## src/rtl/regfile_wb_arbiter.sv

```systemverilog
// Round-robin writeback arbiter (ALU port A, load port B) for the single regfile write port; 1-cycle registered output,
// never backpressures (one write/cycle), stall zeroes both readies. WB_COALESCE_EN merges same-dest conflicts into one write.
module regfile_wb_arbiter #(
    parameter int DATA_W   = 16,
    parameter int REG_AW   = 4,
    parameter int NUM_REGS = 8
) (
    input  logic                clock,
    input  logic                reset,
    input  logic                stall,
    input  logic                a_valid,
    input  logic [REG_AW-1:0]   a_reg,
    input  logic [DATA_W-1:0]   a_data,
    output logic                a_ready,
    input  logic                b_valid,
    input  logic [REG_AW-1:0]   b_reg,
    input  logic [DATA_W-1:0]   b_data,
    output logic                b_ready,
    output logic                writing_to_reg,
    output logic [31:0]         wr_instr,
    output logic [DATA_W-1:0]   wr_data,
    output logic [NUM_REGS-1:0] busy_mask,
    output logic                err_range,
    output logic [7:0]          conflict_cnt
);

    localparam logic [REG_AW:0] LP_NREGS = (REG_AW + 1)'(NUM_REGS);

    logic                r_last_b;
    logic                r_wr_en;
    logic [31:0]         r_wr_instr;
    logic [DATA_W-1:0]   r_wr_data;
    logic [NUM_REGS-1:0] r_busy;
    logic                r_err;
    logic [7:0]          r_cnt;

    logic                w_both;
    logic                w_coal;
    logic                w_grant_a;
    logic                w_grant_b;
    logic                w_xfer;
    logic [REG_AW-1:0]   w_dest;
    logic [DATA_W-1:0]   w_data;
    logic                w_in_range;
    logic [31:0]         w_instr;
    logic [NUM_REGS-1:0] w_onehot;

    assign w_both = a_valid && b_valid && !stall;

`ifdef WB_COALESCE_EN
    assign w_coal = w_both && (a_reg == b_reg) && ({1'b0, a_reg} < LP_NREGS);
`else
    assign w_coal = 1'b0;
`endif

    // A port wins when alone, when B had the last grant, or when both are merged.
    assign w_grant_a = !stall && a_valid && (!b_valid || r_last_b || w_coal);
    assign w_grant_b = !stall && b_valid && (!a_valid || !r_last_b || w_coal);
    assign w_xfer    = w_grant_a || w_grant_b;
    assign a_ready   = w_grant_a;
    assign b_ready   = w_grant_b;

    // B carries the payload on a merge: the load is later in program order.
    assign w_dest     = w_grant_b ? b_reg  : a_reg;
    assign w_data     = w_grant_b ? b_data : a_data;
    assign w_in_range = ({1'b0, w_dest} < LP_NREGS);
    assign w_onehot   = {{(NUM_REGS-1){1'b0}}, 1'b1} << w_dest;

    always_comb begin
        w_instr = '0;
        w_instr[25 +: REG_AW] = w_dest;
    end

    always_ff @(posedge clock) begin
        if (!reset) begin
            r_last_b   <= 1'b1;
            r_wr_en    <= 1'b0;
            r_wr_instr <= '0;
            r_wr_data  <= '0;
            r_busy     <= '0;
            r_err      <= 1'b0;
            r_cnt      <= '0;
        end else begin
            r_wr_en <= w_xfer && w_in_range;
            r_busy  <= (w_xfer && w_in_range) ? w_onehot : '0;
            if (w_xfer && w_in_range) begin
                r_wr_instr <= w_instr;
                r_wr_data  <= w_data;
            end
            if (w_xfer && !w_in_range) begin
                r_err <= 1'b1;
            end
            if (w_xfer && !w_coal) begin
                r_last_b <= w_grant_b;
            end
            if (w_both && (r_cnt != 8'hFF)) begin
                r_cnt <= r_cnt + 8'd1;
            end
        end
    end

    assign writing_to_reg = r_wr_en;
    assign wr_instr       = r_wr_instr;
    assign wr_data        = r_wr_data;
    assign busy_mask      = r_busy;
    assign err_range      = r_err;
    assign conflict_cnt   = r_cnt;

endmodule

```

## config.mk

```make
export PLATFORM = sky130hd
export DESIGN_NAME = regfile_wb_arbiter
export DESIGN_NICKNAME = d
export VERILOG_FILES = /design/src/rtl/regfile_wb_arbiter.sv
export SDC_FILE = /design/constraint.sdc
export NUM_CORES = 1
export LEC_CHECK = 0
export ABC_AREA = 1
export CAP_MARGIN = 25
export CORE_MARGIN = 2
export CORE_UTILIZATION = 25
export DETAILED_ROUTE_END_ITERATION = 10
export HOLD_SLACK_MARGIN = 0.08
export PLACE_DENSITY = 0.55
export SKIP_CTS_REPAIR_TIMING = 1
export SYNTH_ARGS = -nofsm -noshare
export SYNTH_HDL_FRONTEND = slang
export SYNTH_SLANG_ARGS = --single-unit
```

## constraint.sdc

```tcl
create_clock -name clock -period 1.55 [get_ports clock]
set_clock_uncertainty 0.1 [all_clocks]
set_input_delay 0.3875 -clock clock [delete_from_list [all_inputs] [get_ports clock]]
set_output_delay 0.3875 -clock clock [all_outputs]
set_load 0.05 [all_outputs]
```

==> out/results.txt, run 1 <==
Post-synth top cells -> nand2_1, nor2_1, dfxtp_1, inv_1, buf_4
root buf cell -> clkbuf_8
largest net degree at the start of global routing -> 34
antenna viol nets, final -> 0
DR WL/cell -> 10.1 um
Synth area leaders -> dfxtp_1, nand2_1, buf_4
TritonRoute pass-1 iters -> 5
initial antenna violation count -> 1
area post-placement -> 3580 um2
final setup fails -> 2
post-synthesis sequential area ratio -> 0.363
max FFs per register -> 16
HPWL after DPL -> 4.46 mm
PwrDens -> 794 nW/um2
Hold Crit Depth -> 2
# port buffers -> 84
RSZ-0062 raised after global routing -> true
VDD IR max -> 0.000414 V
setup ws final -> -0.0250 ns
class of the worst hold path -> reg -> reg
unique cell type count in the Yosys netlist -> 22
WHS Endpoint -> wr_instr[28]$_SDFFE_PN0P_
count leader, synth -> nand2_1
DR vias/cell -> 3.97
r2r worst-path depth -> 8
Startpoint Class -> flop
Pwr Total -> 2.98 mW
Die Y -> 96.7 um
CTS HTree Levels -> 2
net count reported at finish -> 496
Clock Latency Late Sink -> 0.30 ns
DRC -> 0
total grt overflow -> 0
CTS tree -> built
CP endpoint kind -> output pin
CP Max Fanout -> 5
Post-Syn Instances -> 341
WS Path Type -> reg -> out
DRT Wirelength -> 5.60 mm
CTS Buffer Depth -> 2
RePlAce Congestion -> 0.808
area grow syn2layout -> 74.7%
share of post-route cells with drive strength above 1 -> 0.213
share of the synthesized area in the top cell type -> 0.363
Synth Register Bits -> 39
first-pass GRT wire length -> 8.89 mm
Final Hold Vio Count -> 0
Max Cap Viol -> 0
Synth area leader -> dfxtp_1
overall global routing resource usage -> 0.114
Final Cycle Share -> 1.02
fin. max-slew vios -> 0
total vias in the final route -> 2209
Critical Path RT -> 1.06 ns
I/O pin count -> 113
minimum clock period -> 1.58 ns
failing checks -> negative setup slack
leak pwr -> 1.85 nW
FMAX -> 635 MHz
EDFF count, synth -> 0
Worst Path Arrival -> 1.09 ns
outcome -> complete, but fails checks
R2R Path Start -> r_last_b$_SDFFE_PN1N_
r2r setup slk -> 0.13 ns
clock sink count -> 39
R2R Path End -> wr_data[2]$_SDFFE_PN0P_
effective utilization at floorplan -> 0.260
die area -> 9360 um2
core area -> 8260 um2
synth warn -> 0
CTS clk-pin slew, worst paths -> 0.09 ns
Core Util, Final -> 0.455
post-route cell area -> 3760 um2
Cell Rows -> 33
initial drt markers -> 50
total CTS buffers -> 5
Main synth FF type -> dfxtp_1
Syn Area/Cell -> 6.30 um2
asr flop ratio synth -> 0
hold path start -> wr_instr[28]$_SDFFE_PN0P_
mapped cell area -> 2150 um2
die width -> 96.7 um
vias in the first global route -> 1973
## logic make-up after synthesis
| family | synth area share |
|---|---|
| simple gates | 0.406 |
| buf+inv | 0.201 |
| other cells | 0.00174 |
| flops | 0.363 |
| xor+xnor | 0.00408 |
| compound gates | 0.0186 |
| fa+ha+maj | 0.00582 |
## worst max-delay path: stages (launching register included)
cell and delay (ns):
dfxtp_2 0.35, nand2_2 0.10, nand3_4 0.10, inv_4 0.10, buf_12 0.13
## where the power goes
group          internal, mW  switching [mW]  total [mW]
logic                 0.420           0.567       0.986
clock network         0.488           0.404       0.892
registers              1.05          0.0523        1.10
total                  1.96            1.02        2.98
## worst max path at each step
stage	from	endpoint	slack, ns	cells past startpoint
2_1_floorplan	conflict_cnt[6]$_SDFFE_PN0P_	conflict_cnt[7]$_SDFFE_PN0P_	-0.002	7
3_3_place_gp	b_valid	b_ready	-0.37	4
3_5_place_dp	b_valid	b_ready	-0.38	4
4_1_cts	b_valid	b_ready	-0.39	4
5_1_grt	r_last_b$_SDFFE_PN1N_	b_ready	-0.08	4
6_report	r_last_b$_SDFFE_PN1N_	b_ready	-0.03	4
## cell type report
cell class | count | area [um2]
well taps | 105 | 131
clock buffers | 5 | 68.8
inverters | 39 | 149
multi-input cells | 251 | 1070
repair buffers | 114 | 1500
diodes | 1 | 2.50
fillers | 845 | 4500
clock inverters | 3 | 47.5
flip-flops and latches | 39 | 792
## metrics by stage
step                      std cells  setup slack (ns)  setup TNS [ns]  hold WS (ns)
final                           557           -0.0250         -0.0288         0.398
after global routing            557           -0.0832          -0.155         0.417
after CTS                       553            -0.391           -1.66         0.399
after detailed placement        545            -0.383          -13.40         0.383
after global placement          545            -0.372          -12.62         0.381
after floorplan                 368          -0.00230        -0.00230         0.382
## per-layer routing
metal  up-vias  part of all wire  global-route usage
met5         -                 0                   0
met4         0             0.011              0.0325
met3         6             0.088              0.0462
met2        70              0.50               0.198
met1       947              0.40               0.129
li1       1186                 -                   -
## placed cells by master, fill, tap and decap left out
master	count
ha_1	1
a21oi_1	5
nand4_1	4
nand3_4	1
nor2_2	2
nand3b_1	1
nand2_4	1
nor2_1	48
buf_12	42
clkdlybuf4s50_1	41
o21ai_1	2
dfxtp_1	34
clkbuf_8	5
xor2_1	1
nand2_2	3
clkinv_4	1
dfxtp_4	2
bufinv_16	1
inv_6	1
conb_1	28
inv_4	1
inv_2	2
buf_4	28
nor2_4	1
nand3_2	2
dlymetal6s2s_1	3
nand2_1	124
nand3_1	17
diode_2	1
o21ai_0	1
inv_1	36
dfxtp_2	3
nor3_1	9
Power figures use the tool's default switching activity.
==> run 2, diff against run 1 <==
--- a/config.mk
+++ b/config.mk
@@ -7,11 +7,13 @@
 export LEC_CHECK = 0
 export ABC_AREA = 1
 export CAP_MARGIN = 25
+export CORE_ASPECT_RATIO = 0.6
 export CORE_MARGIN = 2
 export CORE_UTILIZATION = 25
 export DETAILED_ROUTE_END_ITERATION = 10
 export HOLD_SLACK_MARGIN = 0.08
 export PLACE_DENSITY = 0.55
+export REMOVE_ABC_BUFFERS = 1
 export SKIP_CTS_REPAIR_TIMING = 1
 export SYNTH_ARGS = -nofsm -noshare
 export SYNTH_HDL_FRONTEND = slang
==> run 2 against run 1 <==
  * The run still ends with negative setup slack left
  * Sequential power about the same
  * Final cell count rose by 2.3%
  * Routed wire length rose by 3.4%
  * Utilization increased by 0.62 points
  * First-iteration DRC count rose to 2.5 times the previous value
  * Critical path depth stayed put
  * Power increased by 5.2%
  * Critical endpoint unchanged
  * Largest power group unchanged
==> out/results.txt, run 2 (synthesized netlist as in run 1, its figures left out) <==
outcome -> complete, but fails checks (unchanged)
failing checks -> negative setup slack (unchanged)
# port buffers -> 84 (unchanged)
CTS Buffer Depth -> 2 (unchanged)
r2r setup slk -> 0.06 ns (was 0.13 ns)
Pwr Total -> 3.14 mW (was 2.98 mW)
number of fill cells in the layout -> 830 (was 845)
Clock Latency Late Sink -> 0.28 ns (was 0.30 ns)
DR WL/cell -> 10.2 um (was 10.1 um)
Int Pwr -> 2.09 mW (was 1.96 mW)
class of the worst hold path -> in -> reg (was reg -> reg)
Worst Path Arrival -> 1.09 ns (about the same)
Final Hold Vio Count -> 0 (unchanged)
largest net degree at the start of global routing -> 28 (was 34)
final non-filler cell total -> 570 (was 557)
r2r worst-path depth -> 8 (unchanged)
root buf cell -> clkbuf_16 (was clkbuf_8)
power share of the clock group -> 0.321 (was 0.299)
Worst path slowest cell -> dfxtp_2 (unchanged)
WP buf/inv -> 2 (unchanged)
HPWL after DPL -> 4.59 mm (was 4.46 mm)
Worst path depth -> 4 (unchanged)
Sequential Power Share -> 0.353 (was 0.370)
Multi-input gate area -> 1080 um2 (was 1070 um2)
effective utilization at floorplan -> 0.255 (was 0.260)
overall global routing resource usage -> 0.126 (was 0.114)
setup ws final -> -0.0279 ns (was -0.0250 ns)
net count reported at finish -> 503 (was 496)
fin. max-slew vios -> 0 (unchanged)
Startpoint Class -> flop (unchanged)
Max Cap Viol -> 0 (unchanged)
PwrDens -> 808 nW/um2 (was 794 nW/um2)
most common cell after layout, fill and taps aside -> nand2_1 (unchanged)
share of post-route cells with drive strength above 1 -> 0.227 (was 0.213)
WHS Endpoint -> r_last_b$_SDFFE_PN1N_ (was wr_instr[28]$_SDFFE_PN0P_)
antenna viol nets, final -> 0 (unchanged)
DR vias/cell -> 3.88 (was 3.97)
total vias in the final route -> 2212 (was 2209)
total grt overflow -> 0 (unchanged)
placed cells -> 556 (was 545)
minimum clock period -> 1.58 ns (about the same)
area grow syn2layout -> 80.7% (was 74.7%)
initial antenna violation count -> 0 (was 1)
Switching Fraction -> 0.333 (was 0.343)
hold path start -> a_valid (was wr_instr[28]$_SDFFE_PN0P_)
R2R Path End -> wr_instr[25]$_SDFFE_PN0P_ (was wr_data[2]$_SDFFE_PN0P_)
Hold Crit Depth -> 4 (was 2)
Cell Rows -> 26 (was 33)
clock sink count -> 39 (unchanged)
RSZ-0062 raised after global routing -> true (unchanged)
Crit path max-delay family -> flip-flops (unchanged)
total CTS buffers -> 5 (unchanged)
CTS clk-pin slew, worst paths -> 0.06 ns (was 0.09 ns)
combinational power share -> 0.326 (was 0.331)
critical path, cell by cell -> nand2_2 > nand3_4 > inv_6 > buf_12 (was nand2_2 > nand3_4 > inv_4 > buf_12)
CP endpoint kind -> output pin (unchanged)
vias in the first global route -> 1931 (was 1973)
WHS -> 0.393 ns (was 0.398 ns)
CTS tree -> built (unchanged)
FMAX -> 634 MHz (was 635 MHz)
first-pass GRT wire length -> 8.96 mm (was 8.89 mm)
DRC -> 0 (unchanged)
area post-placement -> 3600 um2 (was 3580 um2)
Critical Path RT -> 1.06 ns (about the same)
Sw Pwr -> 1.05 mW (was 1.02 mW)
WS Path Type -> reg -> out (unchanged)
core area -> 8430 um2 (was 8260 um2)
TritonRoute pass-1 iters -> 4 (was 5)
Die Y -> 75.8 um (was 96.7 um)
most frequent cells in the layout -> nand2_1, nor2_1, buf_12 (unchanged)
I/O pin count -> 113 (unchanged)
final setup fails -> 1 (was 2)
CP Max Fanout -> 5 (unchanged)
DRT Wirelength -> 5.79 mm (was 5.60 mm)
initial drt markers -> 126 (was 50)
max FFs per register -> 16 (unchanged)
R2R Path Start -> r_last_b$_SDFFE_PN1N_ (unchanged)
leak pwr -> 1.90 nW (was 1.85 nW)
CTS HTree Levels -> 2 (unchanged)
CP max stage delay -> 0.33 ns (was 0.35 ns)
VDD IR max -> 0.000363 V (was 0.000414 V)
register area -> 782 um2 (was 792 um2)
RePlAce Congestion -> 0.819 (was 0.808)
die area -> 9380 um2 (was 9360 um2)
number of antenna diodes -> 0 (was 1)
Final Cycle Share -> 1.02 (about the same)
die width -> 124 um (was 96.7 um)
post-route cell area -> 3880 um2 (was 3760 um2)
run 2: cell count changes in the layout (fill, tap and decap cells not counted), moves of 4 or more:
| cell | change |
|---|---|
| clkbuf_16 | +7 |
| clkbuf_8 | -5 |
| nor2_2 | +5 |
| buf_4 | +4 |
| dfxtp_1 | +4 |
| nor2_1 | -4 |
run 2: final cells by class:
type	instances	area share
clock buffers	5	0.0322
clock inverters	3	0.00515
inverters	39	0.0390
multi-input cells	251	0.277
flip-flops and latches	39	0.201
well taps	112	0.0361
repair buffers	121	0.409
run 2: power by group through the flow:
| stage | sequential, mW | combinational [mW] | clock [mW] |
|---|---|---|---|
| detailed placement | 1.13 | 0.984 | 0 |
| floorplan | 1.28 | 0.351 | 0 |
| global placement | 1.13 | 0.978 | 0 |
| global route | 1.11 | 1.10 | 1.08 |
| CTS | 1.11 | 0.987 | 1.04 |
| finish | 1.11 | 1.02 | 1.01 |
run 2: through the flow:
step | util | setup WS [ns] | setup TNS [ns]
detailed placement | 0.428 | -0.405 | -12.61
global placement | 0.428 | -0.365 | -11.69
floorplan | - | -0.297 | -8.86
CTS | 0.445 | -0.422 | -2.86
global route | 0.461 | -0.0703 | -0.164
finish | 0.461 | -0.0279 | -0.0279
run 2: layer usage:
metal / global-route usage / routed length (um) / vias to the layer above
li1: - / - / 1199
met1: 0.161 / 2750 / 944
met2: 0.203 / 2570 / 66
met3: 0.0524 / 451 / 3
met4: 0.0240 / 18 / 0
met5: 0 / 0 / -
run 2: worst min-delay path: stages:
cell	delay, ns
dlymetal6s2s_1	0.13
nand2_2	0.09
nand2_1	0.07
nand3_1	0.06
run 2: worst max path at each step:
stage | slack [ns] | startpoint | to
6_report | -0.03 | r_last_b$_SDFFE_PN1N_ | b_ready
5_1_grt | -0.07 | r_last_b$_SDFFE_PN1N_ | b_ready
4_1_cts | -0.42 | b_valid | b_ready
3_5_place_dp | -0.40 | b_valid | b_ready
3_3_place_gp | -0.37 | b_valid | b_ready
2_1_floorplan | -0.30 | a_valid | wr_instr[27]$_SDFFE_PN0P_
